**config.mk**
```make
export PLATFORM = sky130hd
export DESIGN_NAME = usb_evt_ctrl
export DESIGN_NICKNAME = d
export VERILOG_FILES = /design/src/rtl/usb_evt_ctrl.sv
export SDC_FILE = /design/constraint.sdc
export NUM_CORES = 1
export LEC_CHECK = 0
export BUFFER_PORTS_ARGS = -buffer_cell sky130_fd_sc_hd__clkbuf_2
export CORE_UTILIZATION = 54
export DETAILED_ROUTE_END_ITERATION = 16
export GPL_ROUTABILITY_DRIVEN = 0
export GPL_TIMING_DRIVEN = 1
export PLACE_DENSITY = 0.76
export SYNTH_ARGS = -nofsm -noshare
export SYNTH_HDL_FRONTEND = slang
export SYNTH_SLANG_ARGS = --single-unit
```
**constraint.sdc**
```tcl
create_clock -name clk -period 2.8 [get_ports clk]
set_input_delay 0.56 -clock clk [delete_from_list [all_inputs] [get_ports clk]]
set_output_delay 0.56 -clock clk [all_outputs]
set_load 0.1 [all_outputs]
```
**src/rtl/usb_evt_ctrl.sv**
```systemverilog
// USB core event controller: per-source pending latches, priority arbitration into a
// FIFO, sticky overflow, count/timeout interrupt coalescing and a 16-bit register window.
module usb_evt_ctrl #(
  parameter int unsigned N_SRC     = 2,
  parameter int unsigned DEPTH     = 8,
  parameter int unsigned TMO_SHIFT = 4
) (
  input  logic                  clk,
  input  logic                  rst_n,
  input  logic [N_SRC-1:0]      src_stb,
  input  logic [12*N_SRC-1:0]   src_data,
  input  logic [1:0]            wb_addr,
  input  logic [15:0]           wb_wdata,
  output logic [15:0]           wb_rdata,
  input  logic                  wb_we,
  input  logic                  wb_cyc,
  output logic                  wb_ack,
  output logic                  irq
);

  localparam int unsigned AW       = (DEPTH > 1) ? $clog2(DEPTH) : 1;
  localparam int unsigned PW       = (TMO_SHIFT > 0) ? TMO_SHIFT : 1;
  localparam logic [3:0]  SRC_MASK = 4'((1 << N_SRC) - 1);
  localparam logic [4:0]  DEPTH_C  = 5'(DEPTH);

  typedef enum logic {BUS_IDLE, BUS_ACK} bus_state_e;

  bus_state_e        bus_q, bus_d;
  logic              irq_en_q;
  logic [3:0]        src_en_q;
  logic [4:0]        thr_q;
  logic [15:0]       tmo_q;
  logic              ovf_q, ovf_d;
  logic [N_SRC-1:0]  lat_v_q, lat_v_d;
  logic [11:0]       lat_d_q [N_SRC];
  logic [11:0]       lat_d_d [N_SRC];
  logic [13:0]       mem_q [DEPTH];
  logic [AW-1:0]     wr_ptr_q, rd_ptr_q;
  logic [4:0]        count_q;
  logic [15:0]       timer_q, timer_d;
  logic [PW-1:0]     pre_q;
  logic              irq_q, irq_d;

  logic              acc, wr_acc, evt_rd, flush, pop, push, empty, full, tick;
  logic              found, ovf_set;
  logic [1:0]        sel;
  logic [11:0]       sel_data;
  logic [N_SRC-1:0]  drain;
  logic [13:0]       head;
  logic [4:0]        thr_eff;

  // Bus handshake: one ack per request, so a held cyc yields ack every other cycle
  always_comb begin
    bus_d = bus_q;
    case (bus_q)
      BUS_IDLE: if (wb_cyc) bus_d = BUS_ACK;
      BUS_ACK:  bus_d = BUS_IDLE;
      default:  bus_d = BUS_IDLE;
    endcase
  end

  assign acc    = (bus_q == BUS_ACK);
  assign wb_ack = acc;
  assign wr_acc = acc & wb_we;
  assign evt_rd = acc & ~wb_we & (wb_addr == 2'd2);
  assign flush  = wr_acc & (wb_addr == 2'd3) & wb_wdata[0];
  assign empty  = (count_q == '0);
  assign full   = (count_q == DEPTH_C);
  assign pop    = evt_rd & ~empty;
  assign tick   = (TMO_SHIFT == 0) ? 1'b1 : (&pre_q);

  // Lowest-index pending latch wins; push is gated by full only
  always_comb begin
    found    = 1'b0;
    sel      = '0;
    sel_data = '0;
    for (int unsigned i = 0; i < N_SRC; i++) begin
      if (lat_v_q[i] && !found) begin
        found    = 1'b1;
        sel      = 2'(i);
        sel_data = lat_d_q[i];
      end
    end
    push  = found & ~full;
    drain = '0;
    for (int unsigned i = 0; i < N_SRC; i++) begin
      drain[i] = push && (sel == 2'(i));
    end
  end

  // A strobe reloads a latch that drains this cycle; otherwise a busy latch drops it
  always_comb begin
    lat_v_d = lat_v_q;
    lat_d_d = lat_d_q;
    ovf_set = 1'b0;
    for (int unsigned i = 0; i < N_SRC; i++) begin
      if (src_stb[i] && src_en_q[i]) begin
        if (lat_v_q[i] && !drain[i]) begin
          ovf_set = 1'b1;
        end else begin
          lat_v_d[i] = 1'b1;
          lat_d_d[i] = src_data[12*i +: 12];
        end
      end else if (drain[i]) begin
        lat_v_d[i] = 1'b0;
      end
    end
    if (flush) lat_v_d = '0;
  end

  always_comb begin
    ovf_d   = (ovf_q & ~evt_rd) | ovf_set;
    timer_d = timer_q;
    if (empty || pop || flush) begin
      timer_d = '0;
    end else if (tick && (timer_q != '1)) begin
      timer_d = timer_q + 16'd1;
    end
    thr_eff = (thr_q == '0) ? 5'd1 : thr_q;
    irq_d   = irq_en_q & ((count_q >= thr_eff) |
                          ((tmo_q != '0) & ~empty & (timer_q >= tmo_q)));
  end

  assign head = empty ? '0 : mem_q[rd_ptr_q];

  always_comb begin
    wb_rdata = '0;
    if (acc) begin
      case (wb_addr)
        2'd0:    wb_rdata = {irq_en_q, src_en_q, 6'b0, thr_q};
        2'd1:    wb_rdata = tmo_q;
        2'd2:    wb_rdata = {~empty, ovf_q, head};
        default: wb_rdata = {irq_q, ovf_q, 1'b0, count_q, 8'h00};
      endcase
    end
  end

  assign irq = irq_q;

  always_ff @(posedge clk) begin
    if (push) mem_q[wr_ptr_q] <= {sel, sel_data};
  end

  always_ff @(posedge clk or negedge rst_n) begin
    if (!rst_n) begin
      bus_q    <= BUS_IDLE;
      irq_en_q <= 1'b0;
      src_en_q <= '0;
      thr_q    <= '0;
      tmo_q    <= '0;
      ovf_q    <= 1'b0;
      lat_v_q  <= '0;
      for (int unsigned i = 0; i < N_SRC; i++) lat_d_q[i] <= '0;
      wr_ptr_q <= '0;
      rd_ptr_q <= '0;
      count_q  <= '0;
      timer_q  <= '0;
      pre_q    <= '0;
      irq_q    <= 1'b0;
    end else begin
      bus_q   <= bus_d;
      ovf_q   <= ovf_d;
      lat_v_q <= lat_v_d;
      lat_d_q <= lat_d_d;
      timer_q <= timer_d;
      pre_q   <= pre_q + PW'(1);
      irq_q   <= irq_d;
      if (wr_acc && (wb_addr == 2'd0)) begin
        irq_en_q <= wb_wdata[15];
        src_en_q <= wb_wdata[14:11] & SRC_MASK;
        thr_q    <= wb_wdata[4:0];
      end
      if (wr_acc && (wb_addr == 2'd1)) tmo_q <= wb_wdata;
      if (flush) begin
        wr_ptr_q <= '0;
        rd_ptr_q <= '0;
        count_q  <= '0;
      end else begin
        if (push) wr_ptr_q <= wr_ptr_q + AW'(1);
        if (pop)  rd_ptr_q <= rd_ptr_q + AW'(1);
        if (push && !pop)      count_q <= count_q + 5'd1;
        else if (pop && !push) count_q <= count_q - 5'd1;
      end
    end
  end

endmodule

```
; ---- Yosys cells after proc, flatten, opt, wreduce, memory -nomap -nowiden
; Memories as Yosys holds them, arrays and structs flattened.
; Index checks and enable logic that the tools add are counted.
[totals]
reg_bits = 84
mem_bits_rw = 104
input_bits = 48
output_inout_bits = 18
word_cells = 121
memories = 1
[classes]
addsub = 6
n_lt_le_gt_ge = 2
eq_ne = 8
muxes = 33
bitwise_logic = 20
n_reduce_logical = 35
[mem_list]
columns = name, words, word_bits, read_ports, rd_ports_with_merged_regs, write_ports, line
row1 = mem_q, 8, 13, 1, 0, 1, 37  ; logic [13:0] mem_q [DEPTH];
[ops]
columns = operator, n
row1 = 16-bit 2-to-1 mux, 3
row2 = 16-bit one-hot mux with 3 select lines, 1
row3 = 12-bit 2-to-1 mux, 2
row4 = 5-bit 2-to-1 mux, 4
row5 = "16-bit by 1-bit adder with 16-bit output, second input constant", 1
row6 = 16-bit greater-or-equal comparator, 1
row7 = 1-bit 2-to-1 mux, 16
row8 = "16-bit != test, second input constant", 1
row9 = 16-bit nonzero test, 1
row10 = 14-bit 2-to-1 mux, 1
row11 = 1-bit logical AND, 12
row12 = 3-bit 2-to-1 mux, 4
row13 = 1-bit AND, 11
row14 = 5-bit zero test, 2
row15 = 3-bit nonzero test, 3
row16 = 2-bit AND reduction, 4
row17 = 1-bit NOT, 7
row18 = "3-bit by 1-bit adder with 3-bit output, second input constant", 2
row19 = "3-bit != test, second input constant", 2
row20 = 2-bit nonzero test, 3
row21 = "5-bit by 1-bit adder with 5-bit output, second input constant", 1
row22 = "5-bit by 4-bit equality test with 1-bit output, second input constant", 1
row23 = 5-bit greater-or-equal comparator, 1
row24 = 1-bit zero test, 5
row25 = 10 further kinds, 15

; ---- Longest topological paths before layout
[logic_depth]
depth_word = 13
depth_mapped = 10
depth_no_buf = 9

; ---- Worst setup path before layout
; No wires, ideal clock.
[synth_path]
kind = register to output
startpoint = register bus_q, in the netlist wb_ack
endpoint = output port wb_rdata[0]
t_arrival_ps = 2768
t_required_ps = 2240
slack_ps = -528
path_stages_with_launch = 4
path_buffers = 1
cell_sequence = dfrtp_1 -> clkbuf_1 -> nand2_1 -> nor2_1
[synth_between]
elab_chain_len = 1
[synth_rtl]
columns = item, line
row1 = start: declaration, 28  ; bus_state_e bus_q, bus_d;
row2 = start signal: assignment, 161  ; bus_q <= bus_d;
row3 = 16-bit 2-to-1 mux, 128  ; if (acc) begin
row4 = end: declaration, 14  ; output logic [15:0] wb_rdata,
; Every way passes these cells.

; ---- Worst setup path in the final report
[layout_path]
startpoint = register rd_ptr_q[0]
endpoint = output port wb_rdata[4]
[layout_between]
elab_chain_len = 4
[layout_rtl]
columns = item, line
row1 = start: declaration, 38  ; logic [AW-1:0] wr_ptr_q, rd_ptr_q;
row2 = start signal: assignment, 180  ; if (pop) rd_ptr_q <= rd_ptr_q + AW'(1);
row3 = memory read 8 x 13 bit, --
row4 = 14-bit 2-to-1 mux, 124  ; assign head = empty ? '0 : mem_q[rd_ptr_q];
row5 = 16-bit one-hot mux with 3 select lines, 129  ; case (wb_addr)
row6 = 16-bit 2-to-1 mux, 128
; Every way passes these cells.

==> results.tsv <==
metric	value	unit
timing.final.ws_setup	-131	ps
nFillCells	1129	
grt_use_total	0.251	
routed-wl-met2	9970	microns
synth_top_family_by_area	multiplexers	
timing.fmax	0.341	GHz
io_pins	66	
cp-end-kind	output pin	
cts_tree	done	
tightest_slew	1170	ps
power_frac_comb	0.336	
yosys.area_share.simple	0.0791	
ys_seq_area_frac	0.596	
drive_gt1_frac	0.355	
final_area	10500	sq um
period_share	1.05	
synthAdderAreaFrac	0.0422	
die_x	129	microns
ys_ff_latch	188	
relSlewSlack	0.221	
vdd.ir_drop.worst	0.609	mV
regArea	5230	sq um
synth_cell_types	63	
drc	0	
wl	19300	microns
netlist_top_cells_count	edfxtp_1, dfrtp_1, nor2_1	
required	2240	ps
cts_sinks	188	
routedLengthMet1	7550	microns
dp_slack	105	ps
status	finished with violations	
worst_path_most_repeated_cell	buf_12	
synthesis.area	8770	sq um
synth_ff_type	edfxtp_1	
dp_hpwl	13400	microns
grt_pass1_wl	30400	microns
synth_cells	596	
fp-row-count	46	
synth_xor_area_frac	0.0241	
finalMaxSlewViolations	0	
num_antenna_cells	0	
viasPerCell	6.03	
core_region_area	15900	sq um
reg2reg_slack	150	ps
synth_area_leaders	edfxtp_1, dfrtp_1, mux4_2	
antenna_found_initial	0	
r2r_end	mem_q[4][6]$_DFFE_PP_	
r2r_start	count_q[2]$_DFFE_PN0P_	
numPortBuffers	65	
hold_violations	0	
synthArstFlopShare	0.447	
finish.net_count	768	
overflow	0	
maxCapViolCount	0	
internal-power	6530	uW
synth_warnings	0	
total_leakage_power	0.00430	uW
grt_pass1_vias	5691	
h-tree-depth	4	
synth.net_count	673	
synth-compound-area-share	0.0714	
drt_iter0_drc	399	
synth_most_common_cell	edfxtp_1	
min_period	2930	ps
slowest_delay	500	ps
synth.avg_cell_area	14.7	sq um
cts_made_buffers	17	
violations	setup timing	
power	9800	uW
netlist.area_leader.share	0.356	
skew	15.0	ps
yosys.area.top_type	edfxtp_1	
grt_setup_unrepaired	true	
die_h	129	microns
finalSetupViolations	13	
avgRoutedWirePerCell	21.0	microns
wl_met3	1160	microns
critPathKind	reg -> out	
vias	5552	
clk_latency	450	ps
dieArea	16700	sq um
switching_share	0.334	
arrival	2370	ps
seqPwrFrac	0.417	
max-clock-path-buffers	2	
area_growth	20.2	%
topRoutingLayerUsed	met4	
synth-edff-count	104	
startpoint_type	flip-flop	
drt_pass1_iterations	5	
hp-class	in -> async	
p_switching	3280	uW
postRouteAntennaNets	0	
initial_utilization	0.552	
worstPathCellList	buf_12, buf_16, mux4_2, mux2i_2, o22a_1, nor2_2, buf_12	
p_per_area	930	nW/um^2
hold-worst-slack	72.1	ps
clkPwrFrac	0.247	
crit_slowest_cell	mux4_2	
post_dp_cell_area	9750	sq um
synthMuxAreaShare	0.161	
critPathMaxFanout	7	
path_clk_slew	70	ps
grt_max_degree	50	
r2r.worst_path.cells	7	
multi_input_area	3420	sq um
root_buffer	clkbuf_16	
## flip-flops by register name (all words and copies together), names as in the netlist
signal    flops
wr_ptr_q      3
thr_q         5
ovf_q         1
src_en_q      2
lat_d_q      24
lat_v_q       2
wb_ack        1
irq           1
pre_q         4
timer_q      16
rd_ptr_q      3
count_q       5
irq_en_q      1
mem_q       104
tmo_q        16
## worst max-delay path by stage
| stage | cells after the start | start | to | slack (ps) |
|---|---|---|---|---|
| after floorplan | 5 | wb_addr[0] | wb_rdata[0] | 40 |
| after global placement | 6 | count_q[1]$_DFFE_PN0P_ | wb_rdata[8] | 150 |
| after detailed placement | 6 | wb_addr[0] | wb_rdata[8] | 110 |
| after CTS | 7 | rd_ptr_q[0]$_DFFE_PN0P_ | wb_rdata[12] | -140 |
| after global routing | 7 | rd_ptr_q[0]$_DFFE_PN0P_ | wb_rdata[4] | -160 |
| final | 7 | rd_ptr_q[0]$_DFFE_PN0P_ | wb_rdata[4] | -130 |
## power by group through the flow
stage / clock network (uW) / logic (uW) / registers (uW)
floorplan: 0 / 2150 / 3990
global placement: 0 / 2890 / 4070
detailed placement: 0 / 3010 / 4110
CTS: 2450 / 3330 / 4080
global route: 2550 / 3540 / 4140
finish: 2420 / 3300 / 4090
## layout make-up
class,instances,area share
clock buffers,19,0.0420
inverters,23,0.00819
repair buffers,101,0.0884
multi-input cells,360,0.325
flip-flops and latches,188,0.496
well taps,216,0.0256
clock inverters,13,0.0147
## metrics by stage
step / util / TNS (ps) / instances
2_1_floorplan: - / 0 / 596
3_3_place_gp: 0.614 / 0 / 880
3_5_place_dp: 0.614 / 0 / 880
4_1_cts: 0.664 / -1420 / 920
5_1_grt: 0.664 / -1770 / 920
6_report: 0.664 / -1150 / 920
## metal layers
| layer | vias up | GRT usage |
|---|---|---|
| li1 | 2450 | - |
| met5 | - | 0 |
| met1 | 2819 | 0.303 |
| met4 | 0 | 0.115 |
| met3 | 55 | 0.0549 |
| met2 | 228 | 0.435 |
## critical path, delay by kind of cell, from the launching register on
kind / cells / cell delay (ps)
mux: 2 / 720
flops: 1 / 450
buf+inv: 3 / 450
compound gates: 1 / 220
simple gates: 1 / 60
## layout by cell type (no fill, tap or decap), drive strengths merged, types with 5 or more instances in the layout
| cell type | Yosys | final |
|---|---|---|
| mux4 | 27 | 27 |
| dfrtp | 84 | 84 |
| nand3 | 13 | 13 |
| xnor2 | 7 | 7 |
| o22a | 5 | 5 |
| buf | 15 | 53 |
| ha | 28 | 28 |
| a21oi | 17 | 17 |
| a22o | 13 | 13 |
| nand4 | 8 | 8 |
| and3 | 8 | 8 |
| mux2 | 44 | 44 |
| inv | 23 | 30 |
| clkinv | 0 | 5 |
| nor2 | 37 | 37 |
| nor4 | 8 | 8 |
| xor2 | 15 | 15 |
| mux2i | 23 | 23 |
| edfxtp | 104 | 104 |
| nor3 | 8 | 8 |
| o211a | 5 | 5 |
| nand2 | 30 | 30 |
| o21ai | 16 | 16 |
| clkbuf | 10 | 67 |
| o211ai | 6 | 6 |
## kinds of logic after synthesis
| kind of cell | Yosys count |
|---|---|
| compound gates | 84 |
| xor+xnor | 22 |
| fa+ha+maj | 29 |
| buf+inv | 48 |
| flops | 188 |
| mux | 94 |
| simple gates | 131 |
## repair_timing
item                                    CTS  global route
hold endpoints to repair                  0             0
cloned                                    3             0
pin swaps                                 7             5
hold buffers                              0             0
endpoints found under the setup margin   14            14
resized for setup                        20             3
buffers inserted                          5             0
Power figures use the tool's default switching activity.
